## src/rtl/disp_pkg.sv

```systemverilog
//------------------------------------------------------------------------------
// Module      : disp_pkg
// Description : Shared constants and types for the 7-segment scan controller:
//               display mode encodings, blank patterns, digit-slot indices and
//               a helper that turns a slot index into an active-low anode word.
// Revision    : 1.0 - initial release
//------------------------------------------------------------------------------
`default_nettype none

package disp_pkg;

  // Display mode encodings
  localparam logic [1:0] MODE_TIMER = 2'b00;
  localparam logic [1:0] MODE_TEMP  = 2'b01;
  localparam logic [1:0] MODE_BOTH  = 2'b10;
  localparam logic [1:0] MODE_OFF   = 2'b11;

  // Idle pin patterns (everything active-low)
  localparam logic [6:0] SEG_BLANK = 7'h7F;
  localparam logic [7:0] AN_OFF    = 8'hFF;

  // Digit-slot positions on the 8-digit display
  localparam logic [2:0] IDX_SEC0  = 3'd0;
  localparam logic [2:0] IDX_SEC1  = 3'd1;
  localparam logic [2:0] IDX_MIN0  = 3'd2;
  localparam logic [2:0] IDX_MIN1  = 3'd3;
  localparam logic [2:0] IDX_TEMP0 = 3'd6;
  localparam logic [2:0] IDX_TEMP1 = 3'd7;
  localparam logic [2:0] IDX_LAST  = 3'd7;

  // Content selected for the slot currently being scanned
  typedef struct packed {
    logic       mapped;  // slot has content in the active mode
    logic       timer;   // content is a timer digit (subject to blinking)
    logic [6:0] seg;     // active-low segment pattern
  } slot_src_t;

  // Active-low one-hot anode word for a slot index
  function automatic logic [7:0] an_for_idx(input logic [2:0] idx);
    return ~(8'b0000_0001 << idx);
  endfunction

endpackage

`default_nettype wire

```

## src/rtl/scan_tick_gen.sv

```systemverilog
//------------------------------------------------------------------------------
// Module      : scan_tick_gen
// Description : Digit-slot tick counter. Counts 0..DIGIT_TICKS-1 and wraps.
// Ports       : clk_100MHz - system clock
//               rst_n      - synchronous active-low reset
//               cnt_o      - current position inside the slot
//               wrap_o     - high on the last cycle of the slot (count wraps
//                            at the next edge)
//               guard_o    - high once the anti-ghosting guard is over
//                            (cnt_o >= GUARD_TICKS)
// Revision    : 1.0 - initial release
//------------------------------------------------------------------------------
`default_nettype none

module scan_tick_gen #(
  parameter int DIGIT_TICKS = 100000,
  parameter int GUARD_TICKS = 16,
  parameter int CNT_W       = 17
) (
  input  logic             clk_100MHz,
  input  logic             rst_n,
  output logic [CNT_W-1:0] cnt_o,
  output logic             wrap_o,
  output logic             guard_o
);

  localparam logic [CNT_W-1:0] CNT_LAST = CNT_W'(DIGIT_TICKS - 1);

  logic [CNT_W-1:0] cnt_q;
  logic [CNT_W-1:0] cnt_d;

  assign wrap_o = (cnt_q == CNT_LAST);
  assign cnt_o  = cnt_q;

  always_comb begin
    cnt_d = cnt_q + CNT_W'(1);
    if (wrap_o) begin
      cnt_d = '0;
    end
  end

  always_ff @(posedge clk_100MHz) begin
    if (!rst_n) begin
      cnt_q <= '0;
    end else begin
      cnt_q <= cnt_d;
    end
  end

  // A zero-length guard would make the compare trivially true, so it is
  // tied off instead of building a comparator against zero.
  generate
    if (GUARD_TICKS == 0) begin : g_no_guard
      assign guard_o = 1'b1;
    end else begin : g_guard
      localparam logic [CNT_W-1:0] GUARD_END = CNT_W'(GUARD_TICKS);
      assign guard_o = (cnt_q >= GUARD_END);
    end
  endgenerate

endmodule

`default_nettype wire

```

## src/rtl/display_scan_ctrl.sv

```systemverilog
//------------------------------------------------------------------------------
// Module      : display_scan_ctrl
// Description : Scan scheduler for an 8-digit common-anode 7-segment display.
//               Time-multiplexes timer and temperature digit patterns onto the
//               shared anode/segment/DP pins, selects content by display mode,
//               blanks the start of every slot against ghosting, blinks the
//               timer digits on request and flags frame boundaries.
// Ports       : clk_100MHz        - system clock
//               rst_n             - synchronous active-low reset
//               display_sec_D0/D1 - seconds units/tens (active-low segments)
//               display_min_D0/D1 - minutes units/tens
//               display_temp_D0/D1- temperature units/tens
//               mode              - 00 timer, 01 temp, 10 both, 11 blank
//               blink_en          - blink the timer digits
//               AN                - anode enables, active-low, one-cold
//               display           - segment drive, active-low
//               DP                - decimal point, active-low
//               frame_done        - one-cycle pulse after each 8-digit frame
// Revision    : 1.0 - initial release
//------------------------------------------------------------------------------
`default_nettype none

module display_scan_ctrl
  import disp_pkg::*;
#(
  parameter int DIGIT_TICKS  = 100000,
  parameter int GUARD_TICKS  = 16,
  parameter int BLINK_FRAMES = 31
) (
  input  logic       clk_100MHz,
  input  logic       rst_n,
  input  logic [6:0] display_sec_D0,
  input  logic [6:0] display_sec_D1,
  input  logic [6:0] display_min_D0,
  input  logic [6:0] display_min_D1,
  input  logic [6:0] display_temp_D0,
  input  logic [6:0] display_temp_D1,
  input  logic [1:0] mode,
  input  logic       blink_en,
  output logic [7:0] AN,
  output logic [6:0] display,
  output logic       DP,
  output logic       frame_done
);

  localparam int CNT_W = (DIGIT_TICKS > 1) ? $clog2(DIGIT_TICKS) : 1;
  localparam int BLK_W = (BLINK_FRAMES > 1) ? $clog2(BLINK_FRAMES) : 1;

  localparam logic [CNT_W-1:0] CNT_LAST   = CNT_W'(DIGIT_TICKS - 1);
  localparam logic [BLK_W-1:0] BLINK_LAST = BLK_W'(BLINK_FRAMES - 1);

  // Slot timing
  logic [CNT_W-1:0] tick_cnt;
  logic             tick_wrap;
  logic             tick_guard;

  // Scan / mode / blink state
  logic [2:0]       idx_q, idx_d;
  logic [1:0]       mode_act_q, mode_act_d;
  logic [BLK_W-1:0] blink_cnt_q, blink_cnt_d;
  logic             blink_ph_q, blink_ph_d;

  // Output registers
  logic [7:0]       an_q, an_d;
  logic [6:0]       seg_q, seg_d;
  logic             dp_q, dp_d;
  logic             fd_q, fd_d;

  slot_src_t        src;
  logic             timer_on;
  logic             frame_end;
  logic             drive;

  scan_tick_gen #(
    .DIGIT_TICKS (DIGIT_TICKS),
    .GUARD_TICKS (GUARD_TICKS),
    .CNT_W       (CNT_W)
  ) u_tick (
    .clk_100MHz (clk_100MHz),
    .rst_n      (rst_n),
    .cnt_o      (tick_cnt),
    .wrap_o     (tick_wrap),
    .guard_o    (tick_guard)
  );

  // Last cycle of the last slot: the whole frame wraps at the next edge.
  assign frame_end = (tick_cnt == CNT_LAST) && (idx_q == IDX_LAST);

  //--------------------------------------------------------------------------
  // Scan position, frame-synchronous mode and blink state
  //--------------------------------------------------------------------------
  always_comb begin
    idx_d       = idx_q;
    mode_act_d  = mode_act_q;
    blink_cnt_d = blink_cnt_q;
    blink_ph_d  = blink_ph_q;

    if (tick_wrap) begin
      idx_d = idx_q + 3'd1;  // 7 -> 0 by natural overflow
    end

    // Mode only changes between frames so a frame is never mixed.
    if (frame_end) begin
      mode_act_d = mode;
    end

    if (!blink_en) begin
      blink_cnt_d = '0;
      blink_ph_d  = 1'b0;
    end else if (frame_end) begin
      if (blink_cnt_q == BLINK_LAST) begin
        blink_cnt_d = '0;
        blink_ph_d  = ~blink_ph_q;
      end else begin
        blink_cnt_d = blink_cnt_q + BLK_W'(1);
      end
    end
  end

  //--------------------------------------------------------------------------
  // Digit map: which input (if any) belongs on the current slot
  //--------------------------------------------------------------------------
  assign timer_on = (mode_act_q == MODE_TIMER) || (mode_act_q == MODE_BOTH);

  always_comb begin
    src = '{mapped: 1'b0, timer: 1'b0, seg: SEG_BLANK};
    case (idx_q)
      IDX_SEC0: begin
        if (timer_on) begin
          src = '{mapped: 1'b1, timer: 1'b1, seg: display_sec_D0};
        end else if (mode_act_q == MODE_TEMP) begin
          // Temperature-only mode reuses the two rightmost digits.
          src = '{mapped: 1'b1, timer: 1'b0, seg: display_temp_D0};
        end
      end
      IDX_SEC1: begin
        if (timer_on) begin
          src = '{mapped: 1'b1, timer: 1'b1, seg: display_sec_D1};
        end else if (mode_act_q == MODE_TEMP) begin
          src = '{mapped: 1'b1, timer: 1'b0, seg: display_temp_D1};
        end
      end
      IDX_MIN0: begin
        if (timer_on) begin
          src = '{mapped: 1'b1, timer: 1'b1, seg: display_min_D0};
        end
      end
      IDX_MIN1: begin
        if (timer_on) begin
          src = '{mapped: 1'b1, timer: 1'b1, seg: display_min_D1};
        end
      end
      IDX_TEMP0: begin
        if (mode_act_q == MODE_BOTH) begin
          src = '{mapped: 1'b1, timer: 1'b0, seg: display_temp_D0};
        end
      end
      IDX_TEMP1: begin
        if (mode_act_q == MODE_BOTH) begin
          src = '{mapped: 1'b1, timer: 1'b0, seg: display_temp_D1};
        end
      end
      default: ;
    endcase
  end

  //--------------------------------------------------------------------------
  // Pin drive decision. Blinking only ever hides timer digits.
  //--------------------------------------------------------------------------
  assign drive = tick_guard && src.mapped &&
                 !(src.timer && blink_en && blink_ph_q);

  always_comb begin
    an_d  = AN_OFF;
    seg_d = SEG_BLANK;
    dp_d  = 1'b1;
    fd_d  = frame_end;
    if (drive) begin
      an_d  = an_for_idx(idx_q);
      seg_d = src.seg;
      // Colon substitute between minutes and seconds.
      if (src.timer && (idx_q == IDX_MIN0)) begin
        dp_d = 1'b0;
      end
    end
  end

  always_ff @(posedge clk_100MHz) begin
    if (!rst_n) begin
      idx_q       <= 3'd0;
      mode_act_q  <= MODE_TIMER;
      blink_cnt_q <= '0;
      blink_ph_q  <= 1'b0;
      an_q        <= AN_OFF;
      seg_q       <= SEG_BLANK;
      dp_q        <= 1'b1;
      fd_q        <= 1'b0;
    end else begin
      idx_q       <= idx_d;
      mode_act_q  <= mode_act_d;
      blink_cnt_q <= blink_cnt_d;
      blink_ph_q  <= blink_ph_d;
      an_q        <= an_d;
      seg_q       <= seg_d;
      dp_q        <= dp_d;
      fd_q        <= fd_d;
    end
  end

  assign AN         = an_q;
  assign display    = seg_q;
  assign DP         = dp_q;
  assign frame_done = fd_q;

endmodule

`default_nettype wire

```

## config.mk

```make
export PLATFORM = sky130hd
export DESIGN_NAME = display_scan_ctrl
export DESIGN_NICKNAME = d
export VERILOG_FILES = /design/src/rtl/disp_pkg.sv /design/src/rtl/scan_tick_gen.sv /design/src/rtl/display_scan_ctrl.sv
export SDC_FILE = /design/constraint.sdc
export NUM_CORES = 1
export LEC_CHECK = 0
export CAP_MARGIN = 20
export CORE_MARGIN = 10
export CORE_UTILIZATION = 44
export CTS_CLUSTER_DIAMETER = 100
export DETAILED_ROUTE_END_ITERATION = 6
export GPL_TIMING_DRIVEN = 0
export HOLD_SLACK_MARGIN = 0.05
export PLACE_DENSITY = 0.76
export SYNTH_ARGS = -nofsm -noshare
export SYNTH_HDL_FRONTEND = slang
export SYNTH_HIERARCHICAL = 1
export SYNTH_SLANG_ARGS = --single-unit
```

## constraint.sdc

```tcl
create_clock -name clk_100MHz -period 2 [get_ports clk_100MHz]
set_input_delay 0.4 -clock clk_100MHz [delete_from_list [all_inputs] [get_ports clk_100MHz]]
set_output_delay 0.4 -clock clk_100MHz [all_outputs]
set_load 0.005 [all_outputs]
```

==> results.txt <==
Status -> finished, final reports clean
CTS tree -> done
Share of the synthesized area in the top cell type -> 35.5%
Worst hold margin -> 485 ps
Wl on met1 -> 3.35 mm
Synth warn -> 6
Pre-CTS setup slack -> -331 ps
Total clock sinks -> 45
Part of the cycle the worst path needs -> 98.9%
Area delta synth->final -> 44.5%
Top cells by instance count after synthesis -> dfxtp_1, nand2_1, nor2_1
Gr ovfl total -> 0
Pwr per Cell Area -> 515 nW/um^2
CP Class -> flop to flop
Initial antenna violation count -> 0
Clk buf depth -> 2
Wire length on met3 -> 552 um
Seq/Total Area, Yosys -> 35.5%
Crit Path Max Fanout -> 10
Vias per cell -> 5.91
Post-Synth Adder-Cell Area -> 5.42%
Area leader, netlist -> dfxtp_1
Slew headroom -> 59.8%
Synthesized area -> 2540 sq um
Ys async rst share -> 0%
Top_reg_cell synth -> dfxtp_1
I/O Buffers -> 63
Number of global-route vias before repair -> 2,461
Crit-path cells -> ha_4, ha_4, buf_8, nand2_4, or3_4, or4_1, a21oi_1
Gp weighted congestion -> 0.847
Clock-pin slew on the worst setup and hold paths -> 90 ps
Die width -> 96.0 um
Die area -> 9210 sq um
Max stage delay on crit path -> 510 ps
Xor/xnor share of the synthesized area -> 4.83%
Layout cells sized above 1 -> 17.5%
Num rows -> 27
Drt pass-1 iters -> 7
Largest net degree at the start of global routing -> 16
Detailed Place HPWL -> 5.78 mm
Top cell family by delay on the critical path -> simple AND/OR/NAND/NOR gates
Syn Nets -> 363
Antenna diodes -> 0
Top-count cell post-synth -> dfxtp_1
Drt wl/cell -> 17.8 um
Max_cap viols -> 0
Num CTS Buffers -> 5
Worst Setup End Kind -> flop
Overall Power -> 1.89 mW
Final hold violation count -> 0
WP buf/inv -> 1
1st-iter DRT viols -> 299
VDD IR max -> 291 uV
Synth Area in Simple Gates -> 30.0%
Compound-Gate Fraction of Synth Area -> 17.4%
Unrepaired setup endpoints after global routing -> true
Type of the most critical hold path -> flop to flop
Leakage power -> 1.30 nW
Total track usage -> 16.7%
Met2 wirelength from detailed routing -> 3.95 mm
Final core occ -> 66.3%
Max Clock Freq -> 506 MHz
Top sig layer -> met4
Height of the chip -> 96.0 um
Worst skew pair latency -> 310 ps
Slowest CP cell -> or4_1
Crit path DAT -> 2220 ps
Post-synthesis mux area share -> 1.18%
Number of synthesized flops with an enable pin -> 0
Worst-Margin Slew -> 598 ps
Antenna viol nets, final -> 0
# IOs -> 64
Clock skew -> 6.83 ps
Element type at the critical path start -> flop
Synth area leaders -> dfxtp_1, ha_1, nand2_1
Starting Density -> 45.8%
Most frequent cell on the critical path -> ha_4
Yosys reg bits -> 45
H-tree depth -> 2
Post-layout min period -> 1980 ps
Layout Nets -> 440
First-pass GRT wire length -> 12.3 mm
Vias post-DR -> 2,689
Core area -> 5540 sq um
Pins Over Slew Limit -> 0
Worst Path Required -> 2240 ps
Yosys cell types -> 49
Routed wire length -> 8.11 mm
Syn Area/Cell -> 8.33 sq um
Largest family of logic cells by synthesized area -> simple AND/OR/NAND/NOR gates
CTS Root Cell -> clkbuf_8
# setup viols final -> 0
Synth Instances -> 305
DRC -> 0
Post-route setup slack -> 22.0 ps
==> timing repair <==
item	CTS	global route
hold buffers	0	0
cloned	0	1
setup endpoints to repair	33	16
gates resized for setup	21	30
setup buffers	2	7
pin swaps	4	8
==> tightest hold or removal path: cells and delay by family (launching register included) <==
family | cells | cell delay [ps]
DFF | 1 | 330
AOI/OAI and AO/OA | 2 | 110
==> sequential cells by signal (all words and copies together) (netlist names) <==
signal	cells
DP	1
blink_ph_q	1
blink_cnt_q	5
frame_done	1
display	7
idx_q	3
mode_act_q	2
AN	8
u_tick/cnt_o	17
==> worst paths after layout <==
check / startpoint / endpoint / slack, ps / cells after the start
worst max register to register: idx_q[1] / blink_ph_q / 20 / 7
worst min register to register: blink_ph_q / blink_ph_q / 490 / 2
worst max-delay path: idx_q[1] / blink_ph_q / 20 / 7
worst min-delay path: blink_ph_q / blink_ph_q / 490 / 2
==> layout by cell type, fill, tap and decap left out, types with 6 or more instances in the layout <==
master | netlist | final
o21ai_0 | 15 | 15
a21oi_1 | 9 | 8
nor3_1 | 14 | 14
nand3_1 | 17 | 15
nor2_1 | 22 | 22
dfxtp_1 | 45 | 34
nand4_1 | 15 | 15
xnor2_1 | 10 | 10
o21bai_1 | 6 | 6
a211o_1 | 6 | 6
o221ai_1 | 7 | 7
inv_1 | 11 | 9
clkbuf_1 | 13 | 8
nand2_1 | 27 | 22
and4_1 | 7 | 7
and3_1 | 6 | 6
dfxtp_2 | 0 | 7
clkdlybuf4s50_1 | 0 | 63
buf_4 | 0 | 9
==> per-stage QoR <==
stage                     area, sq um  setup TNS, ps  std cells
after floorplan                  2570              0        305
final                            3670              0        455
after CTS                        3510              0        447
after detailed placement         3290          -4690        440
after global routing             3670           -528        455
after global placement           3290          -4050        440
==> cell families (layout without fill, tap and decap cells) <==
group | after synthesis | count (layout)
AO/OA/AOI/OAI | 63 | 63
adder cells (fa/ha/maj) | 11 | 11
multiplexers | 3 | 3
buffers and inverters | 30 | 108
AND/OR/NAND/NOR | 139 | 139
flip-flops | 45 | 45
XOR/XNOR | 14 | 14
==> final cells by class <==
| type | count | area [sq um] |
|---|---|---|
| inverter | 11 | 43.8 |
| tap | 72 | 90.1 |
| timing repair buffer | 73 | 723 |
| buffer | 16 | 123 |
| multi-input combinational | 230 | 1630 |
| clock inverter | 3 | 68.8 |
| fill | 458 | 1870 |
| clock buffer | 5 | 68.8 |
| sequential | 45 | 925 |
==> routing by layer <==
layer / track usage, % / vias up
met5: 0 / -
met4: 6.02 / 0
met3: 2.72 / 26
met2: 28.0 / 127
met1: 21.1 / 1257
li1: - / 1279
==> where the power goes <==
group          switching, mW  internal, mW  leakage [nW]
registers             0.0125         0.896         0.370
clock network          0.337         0.503        0.0687
logic                 0.0428        0.0978         0.858
total                  0.393          1.50          1.30
No activity file was read; power rests on OpenSTA's default activity.
